## src/rtl/imem_dbg_pkg.sv

```systemverilog
// Shared types, widths and helpers for the instruction-RAM debug sequencer.
package imem_dbg_pkg;

   localparam int unsigned DATA_W = 32;
   localparam int unsigned BE_W   = 4;
   localparam int unsigned TMR_W  = 16;

   typedef enum logic [2:0] {
      StIdle,
      StDrain,
      StWrite,
      StRead,
      StCapture,
      StResp,
      StHold
   } state_e;

   typedef enum logic [1:0] {
      ErrNone,
      ErrAlign,
      ErrZeroBe,
      ErrVerify
   } err_e;

   // Expand byte enables into a per-bit compare mask.
   function automatic logic [DATA_W-1:0] be_mask(input logic [BE_W-1:0] be);
      logic [DATA_W-1:0] m;
      m = '0;
      for (int i = 0; i < BE_W; i++) begin
         m[8*i +: 8] = {8{be[i]}};
      end
      return m;
   endfunction

   function automatic err_e cmd_check(input logic write, input logic [1:0] addr_lsb,
                                      input logic [BE_W-1:0] be);
      if (addr_lsb != 2'b00) return ErrAlign;
      if (write && (be == '0)) return ErrZeroBe;
      return ErrNone;
   endfunction

endpackage

```

## src/rtl/dbg_timer.sv

```systemverilog
// Loadable down-counter shared by the drain delay and the halted-state timeout.
module dbg_timer
   import imem_dbg_pkg::*;
(
   input  logic             clk,
   input  logic             rst_n,
   input  logic             load_i,
   input  logic [TMR_W-1:0] load_val_i,
   input  logic             dec_i,
   output logic             zero_o
);

   logic [TMR_W-1:0] cnt_d, cnt_q;

   always_comb begin
      cnt_d = cnt_q;
      if (load_i) begin
         cnt_d = load_val_i;
      end else if (dec_i && (cnt_q != '0)) begin
         cnt_d = cnt_q - 1'b1;
      end
   end

   always_ff @(posedge clk or negedge rst_n) begin
      if (!rst_n) begin
         cnt_q <= '0;
      end else begin
         cnt_q <= cnt_d;
      end
   end

   assign zero_o = (cnt_q == '0);

endmodule

```

## src/rtl/imem_debug_ctrl.sv

```systemverilog
// Debug-host sequencer for the instruction RAM debug port: halts the pipeline, performs one
// read or (optionally verified) write, and flushes the front end on release after a write.
module imem_debug_ctrl
   import imem_dbg_pkg::*;
#(
   parameter int unsigned DRAIN_CYCLES = 4,
   parameter int unsigned HOLD_TIMEOUT = 64,
   parameter int unsigned VERIFY       = 1
) (
   input  logic              clk,
   input  logic              rst_n,
   input  logic              cmd_valid,
   output logic              cmd_ready,
   input  logic              cmd_write,
   input  logic [DATA_W-1:0] cmd_addr,
   input  logic [DATA_W-1:0] cmd_wdata,
   input  logic [BE_W-1:0]   cmd_be,
   output logic              rsp_valid,
   input  logic              rsp_ready,
   output logic [DATA_W-1:0] rsp_rdata,
   output logic              rsp_err,
   input  logic              release_req,
   output logic              cpu_halt,
   output logic              cpu_flush,
   output logic [DATA_W-1:0] A2,
   output logic [DATA_W-1:0] WD2,
   output logic [BE_W-1:0]   WE2,
   input  logic [DATA_W-1:0] RD2
);

   state_e            state_d, state_q;
   logic              write_d, write_q;
   logic [DATA_W-1:0] addr_d, addr_q;
   logic [DATA_W-1:0] wdata_d, wdata_q;
   logic [BE_W-1:0]   be_d, be_q;
   logic              dirty_d, dirty_q;
   logic [DATA_W-1:0] a2_d, a2_q;
   logic [DATA_W-1:0] wd2_d, wd2_q;
   logic [BE_W-1:0]   we2_d, we2_q;
   logic              halt_d, halt_q;
   logic              flush_d, flush_q;
   logic              rsp_valid_d, rsp_valid_q;
   logic [DATA_W-1:0] rsp_rdata_d, rsp_rdata_q;
   err_e              err_d, err_q;

   logic              tmr_load, tmr_dec, tmr_zero;
   logic [TMR_W-1:0]  tmr_val;
   logic              accept, leave, go_op;
   err_e              cmd_err;
   logic              op_write;
   logic [DATA_W-1:0] op_addr, op_wdata;
   logic [BE_W-1:0]   op_be;

   dbg_timer u_timer (
      .clk        (clk),
      .rst_n      (rst_n),
      .load_i     (tmr_load),
      .load_val_i (tmr_val),
      .dec_i      (tmr_dec),
      .zero_o     (tmr_zero)
   );

   // Release (host or timeout) beats a simultaneous command in the halted state.
   assign leave     = release_req || tmr_zero;
   assign cmd_ready = (state_q == StIdle) || ((state_q == StHold) && !leave);
   assign accept    = cmd_valid && cmd_ready;
   assign cmd_err   = cmd_check(cmd_write, cmd_addr[1:0], cmd_be);

   always_comb begin
      state_d     = state_q;
      write_d     = write_q;
      addr_d      = addr_q;
      wdata_d     = wdata_q;
      be_d        = be_q;
      dirty_d     = dirty_q;
      a2_d        = '0;
      wd2_d       = '0;
      we2_d       = '0;
      halt_d      = halt_q;
      flush_d     = 1'b0;
      rsp_valid_d = rsp_valid_q;
      rsp_rdata_d = rsp_rdata_q;
      err_d       = err_q;
      tmr_load    = 1'b0;
      tmr_val     = '0;
      tmr_dec     = 1'b0;
      go_op       = 1'b0;

      // After a drain the latched command is used; otherwise the live command bus.
      if (state_q == StDrain) begin
         op_write = write_q;
         op_addr  = addr_q;
         op_wdata = wdata_q;
         op_be    = be_q;
      end else begin
         op_write = cmd_write;
         op_addr  = cmd_addr;
         op_wdata = cmd_wdata;
         op_be    = cmd_be;
      end

      if (accept) begin
         write_d = cmd_write;
         addr_d  = cmd_addr;
         wdata_d = cmd_wdata;
         be_d    = cmd_be;
      end

      unique case (state_q)
         StIdle: begin
            if (accept) begin
               if (cmd_err != ErrNone) begin
                  state_d     = StResp;
                  rsp_valid_d = 1'b1;
                  rsp_rdata_d = '0;
                  err_d       = cmd_err;
               end else begin
                  halt_d = 1'b1;
                  if (DRAIN_CYCLES == 0) begin
                     go_op = 1'b1;
                  end else begin
                     state_d  = StDrain;
                     tmr_load = 1'b1;
                     tmr_val  = TMR_W'(DRAIN_CYCLES - 1);
                  end
               end
            end
         end
         StDrain: begin
            if (tmr_zero) begin
               go_op = 1'b1;
            end else begin
               tmr_dec = 1'b1;
            end
         end
         StWrite: begin
            dirty_d = 1'b1;
            if (VERIFY != 0) begin
               state_d = StRead;
               a2_d    = addr_q;
            end else begin
               state_d     = StResp;
               rsp_valid_d = 1'b1;
               rsp_rdata_d = '0;
               err_d       = ErrNone;
            end
         end
         StRead: begin
            state_d = StCapture;
         end
         StCapture: begin
            state_d     = StResp;
            rsp_valid_d = 1'b1;
            rsp_rdata_d = RD2;
            if (write_q && (((RD2 ^ wdata_q) & be_mask(be_q)) != '0)) begin
               err_d = ErrVerify;
            end else begin
               err_d = ErrNone;
            end
         end
         StResp: begin
            if (rsp_ready) begin
               rsp_valid_d = 1'b0;
               rsp_rdata_d = '0;
               err_d       = ErrNone;
               if (halt_q) begin
                  state_d  = StHold;
                  tmr_load = 1'b1;
                  tmr_val  = TMR_W'(HOLD_TIMEOUT - 1);
               end else begin
                  state_d = StIdle;
               end
            end
         end
         StHold: begin
            if (leave) begin
               state_d = StIdle;
               halt_d  = 1'b0;
               flush_d = dirty_q;
               dirty_d = 1'b0;
            end else if (accept) begin
               if (cmd_err != ErrNone) begin
                  state_d     = StResp;
                  rsp_valid_d = 1'b1;
                  rsp_rdata_d = '0;
                  err_d       = cmd_err;
               end else begin
                  go_op = 1'b1;
               end
            end else begin
               tmr_dec = 1'b1;
            end
         end
         default: begin
            state_d = StIdle;
         end
      endcase

      if (go_op) begin
         state_d = op_write ? StWrite : StRead;
         a2_d    = op_addr;
         wd2_d   = op_write ? op_wdata : '0;
         we2_d   = op_write ? op_be : '0;
      end
   end

   always_ff @(posedge clk or negedge rst_n) begin
      if (!rst_n) begin
         state_q     <= StIdle;
         write_q     <= 1'b0;
         addr_q      <= '0;
         wdata_q     <= '0;
         be_q        <= '0;
         dirty_q     <= 1'b0;
         a2_q        <= '0;
         wd2_q       <= '0;
         we2_q       <= '0;
         halt_q      <= 1'b0;
         flush_q     <= 1'b0;
         rsp_valid_q <= 1'b0;
         rsp_rdata_q <= '0;
         err_q       <= ErrNone;
      end else begin
         state_q     <= state_d;
         write_q     <= write_d;
         addr_q      <= addr_d;
         wdata_q     <= wdata_d;
         be_q        <= be_d;
         dirty_q     <= dirty_d;
         a2_q        <= a2_d;
         wd2_q       <= wd2_d;
         we2_q       <= we2_d;
         halt_q      <= halt_d;
         flush_q     <= flush_d;
         rsp_valid_q <= rsp_valid_d;
         rsp_rdata_q <= rsp_rdata_d;
         err_q       <= err_d;
      end
   end

   assign A2        = a2_q;
   assign WD2       = wd2_q;
   assign WE2       = we2_q;
   assign cpu_halt  = halt_q;
   assign cpu_flush = flush_q;
   assign rsp_valid = rsp_valid_q;
   assign rsp_rdata = rsp_rdata_q;
   assign rsp_err   = (err_q != ErrNone);

endmodule

```

## config.mk

```make
export PLATFORM = sky130hd
export DESIGN_NAME = imem_debug_ctrl
export DESIGN_NICKNAME = d
export VERILOG_FILES = /design/src/rtl/imem_dbg_pkg.sv /design/src/rtl/dbg_timer.sv /design/src/rtl/imem_debug_ctrl.sv
export SDC_FILE = /design/constraint.sdc
export NUM_CORES = 1
export LEC_CHECK = 0
export BUFFER_PORTS_ARGS = -buffer_cell sky130_fd_sc_hd__buf_2
export CORE_MARGIN = 2
export CORE_UTILIZATION = 40
export DETAILED_ROUTE_END_ITERATION = 12
export RECOVER_POWER = 25
export SLEW_MARGIN = 15
export SYNTH_ARGS = -nofsm -noshare
export SYNTH_HDL_FRONTEND = slang
export SYNTH_SLANG_ARGS = --single-unit
```

## constraint.sdc

```tcl
create_clock -name clk -period 6.3 [get_ports clk]
set_input_delay 0.63 -clock clk [delete_from_list [all_inputs] [get_ports clk]]
set_output_delay 0.63 -clock clk [all_outputs]
set_load 0.02 [all_outputs]
```

==> impl_metrics.json <==
{
  "die_h_um": 147,
  "fin_util": 0.500,
  "cts-root-buf": "clkbuf_16",
  "vdd_ir_drop_max_v": 0.000224,
  "synth_compound_area_frac": 0.137,
  "drt-total-wl_um": 19600,
  "outcome": "finished, violations left",
  "placed_cells": 1113,
  "synth_edf_count": 0,
  "cts_num_sinks": 194,
  "ys_seq_area_frac": 0.590,
  "track_usage": 0.184,
  "nets": 970,
  "grt_max_degree": 89,
  "worst-setup-path-type": "flip-flop to flip-flop",
  "synth_cells": 661,
  "rsz0062_at_grt": "no",
  "core-area_sq_um": 20200,
  "fp-row-count": 52,
  "timing.rr.end": "err_q[0]",
  "ff2ff_path_depth": 9,
  "yosys-top-cells-area": "dfrtp_1 (59%), mux2_2 (9.0%), a22o_1 (6.6%), xnor2_1 (4.3%), nand2_1 (4.2%)",
  "ys_types": 51,
  "period_needed_ns": 3.35,
  "hold_viol_final": 0,
  "timing.final.crit_share": 0.532,
  "syn_area_per_cell_sq_um": 12.4,
  "insertion_delay_ns": 0.43,
  "vias": 5761,
  "yosysWarningCount": 0,
  "synth_ff_type": "dfrtp_1",
  "path_max_fanout": 70,
  "stdcell_count": 1146,
  "setup_viol": 0,
  "synthAdderAreaFrac": 0.00304,
  "post-cts-setup-buffers": 0,
  "critPathRequiredTime_ns": 6.61,
  "synth.cell_area_sq_um": 8230,
  "cp-start-kind": "flip-flop",
  "violations": "capacitance limit, slew limit",
  "yosys.area_share.simple": 0.0969,
  "async_reset_ff_frac": 1.00,
  "wl_per_cell_um": 17.1,
  "syn_nets": 769,
  "clockBufferDepth": 2,
  "dp_hpwl_um": 12900,
  "cts-hold-fix-buffers": 0,
  "worstHoldPathType": "input port to asynchronous set/reset pin",
  "drc": 0,
  "powerDensity_nw_per_um2": 463,
  "drv_cap": 1,
  "p_leak_nw": 4.94,
  "cts_tree": "yes",
  "drtPass1Iterations": 4,
  "postRouteAntennaNets": 0,
  "viasPerCell": 5.03,
  "fp.dieW_um": 147,
  "dp_slack_ns": 2.93,
  "tightest_slew_ns": 2.38,
  "gp_congestion": 0.796,
  "cts_resized": 0,
  "layout-drive-gt1-share": 0.411,
  "layout_setup_ws_ns": 2.95,
  "slew_headroom": -0.583,
  "overflow": 0,
  "drt_iter0_drc": 205,
  "htreeDepth": 4,
  "grt_pass1_wl_um": 31600,
  "r2r_slack_ns": 2.95,
  "maxClockFrequency_mhz": 298,
  "crit_arrival_ns": 3.66,
  "yosysTopAreaCell": "dfrtp_1",
  "yosys.area_share.xor_xnor": 0.0490,
  "fin_skew_ns": 0.0151,
  "ys_seq_elements": 194,
  "synth_top_family_by_area": "compound AO/OA/AOI/OAI gates",
  "reg2reg_from": "u_timer.cnt_q[0]",
  "start_util": 0.407,
  "grt_pass1_vias": 5892,
  "antenna_found_initial": 3,
  "slew_viol_final": 46,
  "dieArea_sq_um": 21700,
  "synth_top_area_frac": 0.590,
  "clk_pin_slew_ns": 0.07,
  "io_pins": 211,
  "muxShareOfSynthArea": 0.0944,
  "cts_made_buffers": 17,
  "cp-end-kind": "flip-flop",
  "io_buffers": 210,
  "finalSetupTns_ns": 0,
  "syn_to_final_growth_pct": 23.0
}
[registers in the layout (all words and copies together) (netlist names), 2 cells and up]
| name | flops |
|---|---|
| A2 | 32 |
| WD2 | 32 |
| WE2 | 4 |
| addr_q | 32 |
| be_q | 4 |
| err_q | 2 |
| rsp_rdata | 32 |
| state_q | 3 |
| u_timer.cnt_q | 16 |
| wdata_q | 32 |
[metrics by stage]
step                      hold WS, ns  power, W  area (sq um)
final                           0.271   0.00469         10100
after CTS                       0.279   0.00474         10100
after global routing            0.287   0.00500         10100
after detailed placement        0.467   0.00358          9500
after global placement          0.461   0.00354          9500
after floorplan                 0.334   0.00311          8230
[cells in the mapped netlist, drive strengths merged (2+ instances only)]
cell	instances
nor3	9
nor2b	5
dfrtp	194
nand2b	5
mux2	69
and2	3
clkbuf	14
a32oi	2
ha	2
a22oi	2
nand4	11
a211o	2
xnor2	40
and4	2
nand2	94
nor4	7
nor2	24
or2	2
a31oi	3
xor2	6
buf	22
a22o	62
inv	8
nor3b	3
a21oi	40
o21ai	17
nand3	2
[final cells by class]
cell class                 instances  area (sq um)
sequential                       194          4850
fill                            1850         10100
clock inverter                    14           190
clock buffer                      18           439
tap                              270           338
timing repair buffer             218          1120
antenna                            1          2.50
inverter                           8          30.0
multi-input combinational        423          3150
[per-layer routing]
layer	vias up	track usage	wire length (um)
li1	2736	-	-
met1	2842	0.255	9240
met2	160	0.287	8920
met3	19	0.0602	1310
met4	4	0.0341	158
met5	-	0	22
[worst max-delay path: stages (launching register included)]
cell and delay, ns:
dfrtp_1 0.41, inv_1 0.09, ha_1 0.14, nor3b_1 0.23, and4_1 0.44, o21ai_4 0.07, buf_4 0.43, a22oi_4 1.08
nor3_1 0.09, a211o_1 0.26
[layout by cell type (no fill, tap or decap), drive strengths merged, types with 2 or more instances in the layout]
cell / Yosys / routed
buf: 22 / 216
nand2: 94 / 94
or2: 2 / 2
a211o: 2 / 2
nand4: 11 / 11
o21ai: 17 / 17
inv: 8 / 15
nand2b: 5 / 5
nor3b: 3 / 3
ha: 2 / 2
a21oi: 40 / 40
nor2b: 5 / 5
mux2: 69 / 69
a22o: 62 / 62
clkinv: 0 / 5
and4: 2 / 2
nor4: 7 / 7
and2: 3 / 3
a32oi: 2 / 2
a31oi: 3 / 3
nor3: 9 / 9
a22oi: 2 / 2
nor2: 24 / 24
bufinv: 0 / 2
nand3: 2 / 2
xor2: 6 / 6
clkbuf: 14 / 20
xnor2: 40 / 40
dfrtp: 194 / 194
[cell families (layout without fill, tap and decap cells)]
kind of cell / Yosys count / in the layout
xor+xnor: 46 / 46
simple gates: 169 / 169
mux: 69 / 69
fa+ha+maj: 2 / 2
other cells: 0 / 1
flops: 194 / 194
compound gates: 137 / 137
buf+inv: 44 / 258
[where the power goes]
group	internal, W	total, W	switching, W
clock	0.000620	0.00114	0.000521
sequential	0.00164	0.00197	0.000329
combinational	0.000693	0.00158	0.000885
total	0.00296	0.00469	0.00174
[worst max-delay path by stage]
stage / startpoint / end / depth (start not counted) / slack [ns]
after CTS: u_timer.cnt_q[0] / err_q[0] / 9 / 2.90
after global placement: u_timer.cnt_q[0] / err_q[0] / 9 / 3.01
after detailed placement: u_timer.cnt_q[0] / err_q[0] / 9 / 2.93
after floorplan: u_timer.cnt_q[0] / cmd_ready / 8 / 4.07
after global routing: u_timer.cnt_q[0] / err_q[0] / 9 / 2.61
final: u_timer.cnt_q[0] / err_q[0] / 9 / 2.95
Power figures use the tool's default switching activity.
